### config.mk
export PLATFORM = sky130hd
export DESIGN_NAME = vector_select_stage
export DESIGN_NICKNAME = d
export VERILOG_FILES = /design/src/rtl/vector_select_stage.sv
export SDC_FILE = /design/constraint.sdc
export NUM_CORES = 2
export LEC_CHECK = 0
export BUFFER_PORTS_ARGS = -buffer_cell sky130_fd_sc_hd__buf_2
export CAP_MARGIN = 20
export CORE_AREA = 2 2 616 618
export DETAILED_ROUTE_END_ITERATION = 10
export DIE_AREA = 0 0 618 620
export PLACE_DENSITY = 0.37
export SYNTH_ARGS = -nofsm -noshare
export SYNTH_HDL_FRONTEND = slang
export SYNTH_SLANG_ARGS = --single-unit
### constraint.sdc
create_clock -name clk -period 20.8 [get_ports clk]
set_input_delay 1.04 -clock clk [delete_from_list [all_inputs] [get_ports clk]]
set_output_delay 1.04 -clock clk [all_outputs]
set_load 0.01 [all_outputs]
### src/rtl/vector_select_stage.sv
`default_nettype none
// ============================================================================
// Module   : vector_select_stage
// Purpose  : Picks one of NUM_SRC signed source vectors, optionally broadcasts
//            a single lane of it, merges the result per lane with the old
//            destination under a write mask, and presents it through a
//            two-entry valid/ready skid buffer (main + skid register).
// Ports    : clk, rst            - clock, asynchronous active-high reset
//            in_valid_i/in_ready_o   - input handshake
//            src_i, dst_i        - source vectors / old destination vector
//            sel_i, mode_i       - source index / 0 lane-wise, 1 broadcast
//            bcast_lane_i        - lane broadcast when mode_i = 1
//            mask_i              - per-lane write enable
//            out_valid_o/out_ready_i - output handshake
//            out_o, sel_err_o    - result vector / out-of-range select flag
// Revision : 1.0 - initial release
// ============================================================================
module vector_select_stage #(
    parameter  int DATA_WIDTH    = 16,
    parameter  int VECTOR_LENGTH = 16,
    parameter  int NUM_SRC       = 4,
    localparam int SEL_W         = $clog2(NUM_SRC),
    localparam int LANE_W        = (VECTOR_LENGTH > 1) ? $clog2(VECTOR_LENGTH) : 1
) (
    input  logic                         clk,
    input  logic                         rst,
    input  logic                         in_valid_i,
    output logic                         in_ready_o,
    input  logic signed [DATA_WIDTH-1:0] src_i [NUM_SRC][VECTOR_LENGTH],
    input  logic signed [DATA_WIDTH-1:0] dst_i [VECTOR_LENGTH],
    input  logic        [SEL_W-1:0]      sel_i,
    input  logic                         mode_i,
    input  logic        [LANE_W-1:0]     bcast_lane_i,
    input  logic        [VECTOR_LENGTH-1:0] mask_i,
    output logic                         out_valid_o,
    input  logic                         out_ready_i,
    output logic signed [DATA_WIDTH-1:0] out_o [VECTOR_LENGTH],
    output logic                         sel_err_o
);

    localparam logic [SEL_W:0] c_NUM_SRC_EXT = (SEL_W + 1)'(NUM_SRC);

    typedef enum logic [1:0] {
        ST_EMPTY = 2'd0,
        ST_ONE   = 2'd1,
        ST_TWO   = 2'd2
    } state_t;

    // ------------------------------------------------------------------
    // Datapath
    // ------------------------------------------------------------------
    logic signed [DATA_WIDTH-1:0] w_src   [VECTOR_LENGTH];
    logic signed [DATA_WIDTH-1:0] w_bcast;
    logic signed [DATA_WIDTH-1:0] w_res   [VECTOR_LENGTH];
    logic                         w_sel_err;

    assign w_sel_err = !({1'b0, sel_i} < c_NUM_SRC_EXT);

    // An out-of-range index matches no entry and so falls back to src_i[0].
    always_comb begin
        w_src = src_i[0];
        for (int s = 1; s < NUM_SRC; s++) begin
            if (sel_i == SEL_W'(s)) begin
                w_src = src_i[s];
            end
        end
    end

    // Same fallback idea for the broadcast lane: unmatched index uses lane 0.
    always_comb begin
        w_bcast = w_src[0];
        for (int l = 1; l < VECTOR_LENGTH; l++) begin
            if (bcast_lane_i == LANE_W'(l)) begin
                w_bcast = w_src[l];
            end
        end
    end

    for (genvar i = 0; i < VECTOR_LENGTH; i++) begin : g_lane
        assign w_res[i] = !mask_i[i] ? dst_i[i] : (mode_i ? w_bcast : w_src[i]);
    end

    // ------------------------------------------------------------------
    // Skid buffer control
    // ------------------------------------------------------------------
    state_t state_q, state_d;
    logic   w_accept;
    logic   w_xfer;
    logic   w_load_main;
    logic   w_load_skid;
    logic   w_move_skid;

    // Ready is a pure decode of registered state: no combinational path
    // from out_ready_i back to in_ready_o.
    assign in_ready_o  = (state_q != ST_TWO);
    assign out_valid_o = (state_q != ST_EMPTY);
    assign w_accept    = in_valid_i && in_ready_o;
    assign w_xfer      = out_valid_o && out_ready_i;

    always_comb begin
        state_d     = state_q;
        w_load_main = 1'b0;
        w_load_skid = 1'b0;
        w_move_skid = 1'b0;
        case (state_q)
            ST_EMPTY: begin
                if (w_accept) begin
                    state_d     = ST_ONE;
                    w_load_main = 1'b1;
                end
            end
            ST_ONE: begin
                if (w_accept && !w_xfer) begin
                    state_d     = ST_TWO;
                    w_load_skid = 1'b1;
                end else if (!w_accept && w_xfer) begin
                    state_d     = ST_EMPTY;
                end else if (w_accept && w_xfer) begin
                    w_load_main = 1'b1;
                end
            end
            ST_TWO: begin
                if (w_xfer) begin
                    state_d     = ST_ONE;
                    w_move_skid = 1'b1;
                end
            end
            default: begin
                state_d = ST_EMPTY;
            end
        endcase
    end

    always_ff @(posedge clk or posedge rst) begin
        if (rst) begin
            state_q <= ST_EMPTY;
        end else begin
            state_q <= state_d;
        end
    end

    // ------------------------------------------------------------------
    // Main / skid registers; sel_err travels alongside each beat
    // ------------------------------------------------------------------
    logic signed [DATA_WIDTH-1:0] main_q [VECTOR_LENGTH];
    logic signed [DATA_WIDTH-1:0] skid_q [VECTOR_LENGTH];
    logic                         main_err_q;
    logic                         skid_err_q;

    always_ff @(posedge clk or posedge rst) begin
        if (rst) begin
            main_q     <= '{default: '0};
            skid_q     <= '{default: '0};
            main_err_q <= 1'b0;
            skid_err_q <= 1'b0;
        end else begin
            if (w_load_main) begin
                main_q     <= w_res;
                main_err_q <= w_sel_err;
            end else if (w_move_skid) begin
                main_q     <= skid_q;
                main_err_q <= skid_err_q;
            end
            if (w_load_skid) begin
                skid_q     <= w_res;
                skid_err_q <= w_sel_err;
            end
        end
    end

    assign out_o     = main_q;
    assign sel_err_o = main_err_q;

endmodule
`default_nettype wire

Word level (Yosys, flattened, before mapping)
Index checks and enable logic that the tools add are counted.
- register bits: 515
- latch bits: 0
- RAM bits: 0
- memory bits (read-only): 0
- input port bits: 1307
- output and inout port bits: 259
- word-level logic and storage cells: 137
- memories: 0
- add/subtract/negate cells: 0
- multipliers: 0
- div/mod/pow operators: 0
- magnitude comparators: 0
- equal/unequal tests: 24
- shift operators: 0
- multiplexer cells: 68
- bitwise gates (word level): 0
- reduce and logical (&&, ||, !) cells: 11
- operator list (operator ; number):
    256-bit two-way mux ; 5
    16-bit two-way mux ; 47
    4-bit equality test, second input constant ; 8
    4-bit by 3-bit equality test with 1-bit output, second input constant ; 4
    1-bit two-way mux ; 10
    4-bit by 2-bit equality test with 1-bit output, second input constant ; 2
    2-bit two-way mux ; 4
    2-bit equality test, second input constant ; 3
    2-bit inequality test, second input constant ; 3
    2-bit case mux with 3 select lines ; 1
    1-bit logical AND ; 5
    2-bit by 1-bit equality test with 1-bit output, second input constant ; 2
    4-bit by 1-bit equality test with 1-bit output, second input constant ; 1
    2-bit nonzero test ; 2
    3-bit inequality test, second input constant ; 1
    3-bit AND reduction ; 1
    1-bit zero test ; 2
    2-bit zero test ; 1
    1-bit case mux with 2 select lines ; 1

Logic depth before layout (Yosys ltp)
- depth in word-level cells: 22
- mapped depth: 14
- mapped depth without buffers: 7

Worst setup path after synthesis
OpenSTA, ideal clock, no wires.
- path kind: input-to-reg
- start point: input sel_i[0]
- end point: register skid_q[140] (netlist name)
- setup time: 0.137 ns
- arrival: 3.316 ns
- required time: 20.663 ns
- path slack: 17.347 ns
- stages: 11
- path through: buf_6 -> buf_12 -> buf_12 -> buf_6 -> buf_6 -> buf_4 -> mux4_2 -> a221o_1 -> clkbuf_1 -> o21ai_0 -> a31oi_1
- word-level cells in the longest chain between the ends: 21
- elaborated cells between the ends (all ways): 23
- classes of those cells: eq/ne (3); mux (20)
- ends and longest elaborated chain (what ; line ; source):
    from (decl) ; 31 ; input logic [SEL_W-1:0] sel_i,
    2-bit by 1-bit equality test with 1-bit output ; 63 ; if (sel_i == SEL_W'(s)) begin
    256-bit two-way mux (2 in a row) ; 63 ;
    256-bit two-way mux * ; 63 ;
    16-bit two-way mux (15 in a row) ; 73 ; if (bcast_lane_i == LANE_W'(l)) begin
    16-bit two-way mux * (2 in a row) ; 80 ; assign w_res[i] = !mask_i[i] ? dst_i[i] : (mode_i ? w_bcast : w_src[i]);
    to (signal assigned) ; 165 ; skid_q <= w_res;
    to (decl) ; 146 ; logic signed [DATA_WIDTH-1:0] skid_q [VECTOR_LENGTH];
Every way passes the cells marked *; elsewhere a longest branch is shown, timed or not.
A chain may end at the register's enable or synchronous reset.

Final worst setup path
- start point: input sel_i[1]
- end point: register main_q, in the netlist out_o[111]
- word-level cells in the longest chain between the ends: 22
- elaborated cells between the ends (all ways): 24
- classes of those cells: eq/ne (3); mux (21)
- ends and longest elaborated chain (what ; line ; source):
    2-bit by 1-bit equality test with 1-bit output ; 63 ;
    256-bit two-way mux (2 in a row) ; 63 ;
    256-bit two-way mux * ; 63 ;
    16-bit two-way mux (15 in a row) ; 73 ;
    16-bit two-way mux * (2 in a row) ; 80 ;
    256-bit two-way mux * ; 157 ; if (w_load_main) begin
    to (signal assigned) ; 158 ; main_q <= w_res;
    to (signal assigned) ; 161 ; main_q <= skid_q;
    to (decl) ; 145 ; logic signed [DATA_WIDTH-1:0] main_q [VECTOR_LENGTH];
Marked as above.

==> PnR_summary.wiki <==
{| class="wikitable"
! Metric !! Value
|-
| Source-to-sink clock delay at the later pin of the worst-skew pair || 0.83 ns
|-
| Pin count of the biggest net entering global routing || 128
|-
| Fraction of the cycle the final worst path needs || 30.8%
|-
| Maxcap violations || 0
|-
| Data required time at the worst endpoint || 21.51 ns
|-
| Average size of a mapped cell || about 9.1 um2
|-
| Share of synthesized flip-flops with an asynchronous set or reset || 100%
|-
| Final estimated routing congestion in global placement || 1.02
|-
| Standard-cell rows || 226
|-
| Clock buffer depth || 4
|-
| Slew margin rel. || 4.20%
|-
| Number of global-route vias before repair || 43.4k
|-
| CTS clock-pin slew for the worst setup and hold paths || 0.07 ns
|-
| Hold slack || 0.316 ns
|-
| Critical path startpoint category || input pin
|-
| Post-route minimum period || between 6 and 7 ns
|-
| Total congestion overflow after global routing || 0
|-
| Setup TNS || 0 ns
|-
| Initial antenna violation count || approximately 700
|-
| Post-CTS Hold Buffers || 0
|-
| Fraction of final layout cells sized beyond drive strength 1 || 41.3%
|-
| # H-tree levels || 3
|-
| WP data arrival || roughly 7.1 ns
|-
| Leakage power || 21.9 nW
|-
| Clock tree from TritonCTS || yes
|-
| Biggest fanout along the worst timing path || 64
|-
| Reg-to-Reg End || out_o[229]$_DFFE_PP0P_
|-
| Starting utilization of the core area || 9.64%
|-
| Root buffer selected by CTS || clkbuf_16
|-
| Pre-antenna DRT Iters || 9
|-
| Area of the mapped netlist || 36,300 um2
|-
| Warning count from the yosys run || 0
|-
| Launching point of the worst reg2reg path || state_q[0]$_DFFE_PP0P_
|-
| Path class of the lowest-slack min-delay path || in -> async
|-
| Final setup violation count || 0
|-
| Register area share after synthesis || 35.4%
|-
| Worst R2R Setup Slack || between 15 and 20 ns
|-
| Area of the die || between 300,000 and 400,000 um2
|-
| Fin. max-slew vios || 0
|-
| Final hold violation count || 0
|-
| Antenna violation net count after detailed routing || 0
|-
| Detail-routed net length per standard cell || 46.4 um
|-
| Area growth syn-to-layout || 48.3%
|-
| Inserted Clock Buffers || 80
|-
| Post-CTS Setup Inserts || 0
|-
| Nature of the critical path endpoint || register
|-
| EDFF count, synth || 0
|-
| Violation count after the first detailed-routing iteration || between 6k and 7k
|-
| Core region area || 377,000 um2
|-
| RSZ-0062 raised after global routing || no
|-
| Via Count || 48.6k
|-
| Ports || 1,566
|-
| Worst Reg-to-Reg Cells || 10
|-
| Fin area || 53,900 um2
|-
| NumNets Final || 6,717
|-
| Wire length of the first global-routing pass || 608 mm
|-
| Port Buf Inserts || 1,564
|-
| Nets in the synthesized netlist || approximately 5.3k
|-
| Fmax achieved || 0.156 GHz
|-
| Post-Syn Instances || 4,013
|-
| Transition time at the pin with the least slew margin || 1.42 ns
|-
| Run status || complete, no violations
|-
| Number of design rule violations left after detail routing || 0
|-
| Cell Area, Placed || 49,900 um2
|-
| Routed vias/inst || approximately 4.4
|-
| Worst Path Class, Setup || in -> reg
|-
| Clock tree sinks || 514
|-
| Horizontal die dimension || 618 um
|-
| Main synth FF type || dfrtp_1
|-
| Worst supply voltage drop on vdd || about 0.057 mV
|-
| Half-perimeter wire length after placement || 439 mm
|-
| GRT Overall Usage || 25.6%
|-
| Total Routed Length || 512 mm
|-
| Synthesis-stage register bit count || 514
|-
| Number of gates given a new drive strength after cts || 0
|-
| Post-synthesis cell type count || 88
|-
| Vertical die dimension || between 600 and 700 um
|-
| Final setup skew || 0.103 ns
|-
| Total power per unit cell area || between 90 and 100 nW/um2
|}
## critical path: stages
cell and delay (ns):
buf_8 0.38, buf_12 0.44, buf_4 0.77, buf_4 0.71, mux4_2 0.38, nand2_1 0.06, a311oi_1 1.04, o21ai_1 0.43
a211oi_4 1.08, o31ai_1 0.23, a21oi_1 0.22
## area by class of cell
class                      count  area, um2
inverter                      34        144
clock buffer                 109       2300
tap                         5016       6280
timing repair buffer        1705       8990
multi-input combinational   3075      21600
sequential                   514      12900
clock inverter                26        277
antenna                      570       1430
fill                       43400     323000
## placed cells by master, fill, tap and decap left out, types with 10 or more instances in the layout
cell type,instances
and3_1,81
inv_1,19
clkinv_2,13
a211oi_1,12
buf_2,1558
buf_4,139
clkbuf_1,11
o2bb2ai_1,45
nor2b_1,27
nor2_1,208
and2_1,32
or2_2,37
o211ai_1,10
nand3_1,127
nand2_1,831
a221oi_1,14
a22oi_1,10
a21oi_1,243
o31ai_1,109
a31oi_4,20
or3_1,82
a31oi_1,245
a221o_1,27
mux4_2,250
clkbuf_8,17
clkbuf_16,81
o21a_1,40
mux2_4,10
a21o_1,27
o21ai_1,24
mux2i_1,33
clkinv_1,11
o22ai_1,47
o21ai_0,279
nor3_1,21
diode_2,570
mux2_2,58
dfrtp_1,514
## layer usage
layer | GRT usage [%] | vias up | routed length (um)
met1 | 27.8 | 24700 | 182000
met3 | 11.9 | 1203 | 61200
met4 | 13.5 | 306 | 30700
met5 | 0 | - | 2010
met2 | 41.6 | 4020 | 236000
li1 | - | 18400 | -
## where the power goes
| group | switching, mW | internal [mW] |
|---|---|---|
| combinational | 1.29 | 0.671 |
| sequential | 0.231 | 1.38 |
| clock | 0.609 | 0.821 |
| total | 2.13 | 2.87 |
## stage by stage
stage	power [mW]	utilization (%)	cells	worst slack, ns
6_report	5.00	14.3	11000	14.39
5_1_grt	5.20	14.1	10800	14.51
4_1_cts	5.01	13.9	10500	14.84
3_5_place_dp	3.56	13.2	10300	13.97
3_3_place_gp	3.54	13.2	10300	13.69
2_1_floorplan	2.48	-	4013	5.40
## registers in the layout, indices dropped and copies added (netlist names)
name / count
out_o: 256
skid_q: 256
state_q: 2
## how the worst max path moves through the flow
stage / from / end / slack (ns) / cells after the start
2_1_floorplan: rst / out_o[0]$_DFFE_PP0P_ / 5.40 / 1
3_3_place_gp: sel_i[1] / out_o[238]$_DFFE_PP0P_ / 13.69 / 11
3_5_place_dp: sel_i[1] / out_o[79]$_DFFE_PP0P_ / 13.97 / 11
4_1_cts: sel_i[1] / out_o[111]$_DFFE_PP0P_ / 14.84 / 11
5_1_grt: sel_i[1] / out_o[143]$_DFFE_PP0P_ / 14.51 / 11
6_report: sel_i[1] / out_o[111]$_DFFE_PP0P_ / 14.39 / 11
## synth_stat cells, drive strengths merged (23+ instances only)
master     n  area share (%)
nand2    833             8.6
dfrtp    514              35
o21ai    303             4.2
a31oi    267             5.4
clkbuf   263             2.7
mux4     252              16
a21oi    247             3.4
nor2     212             2.2
nand3    129             1.8
buf      127             2.5
o31ai    109             2.3
or3       82             1.4
and3      81             1.4
mux2      68             2.2
o22ai     47            0.81
o2bb2ai   45             1.1
o21a      40            0.83
or2       38            0.65
and2      37            0.64
mux2i     33            0.91
nor2b     31            0.53
a21o      28            0.60
a221o     28            0.77
nor3      23            0.33
## kinds of logic (layout without fill, tap and decap cells)
| family | after synthesis | after routing | share of synthesized area (%) |
|---|---|---|---|
| AND/OR/NAND/NOR | 1508 | 1508 | 18.5 |
| multiplexers | 353 | 353 | 18.8 |
| buffers and inverters | 424 | 1874 | 5.60 |
| flip-flops | 514 | 514 | 35.4 |
| AO/OA/AOI/OAI | 1213 | 1213 | 21.8 |
| other | 1 | 571 | 0.0103 |
No activity file was read; power rests on OpenSTA's default activity.
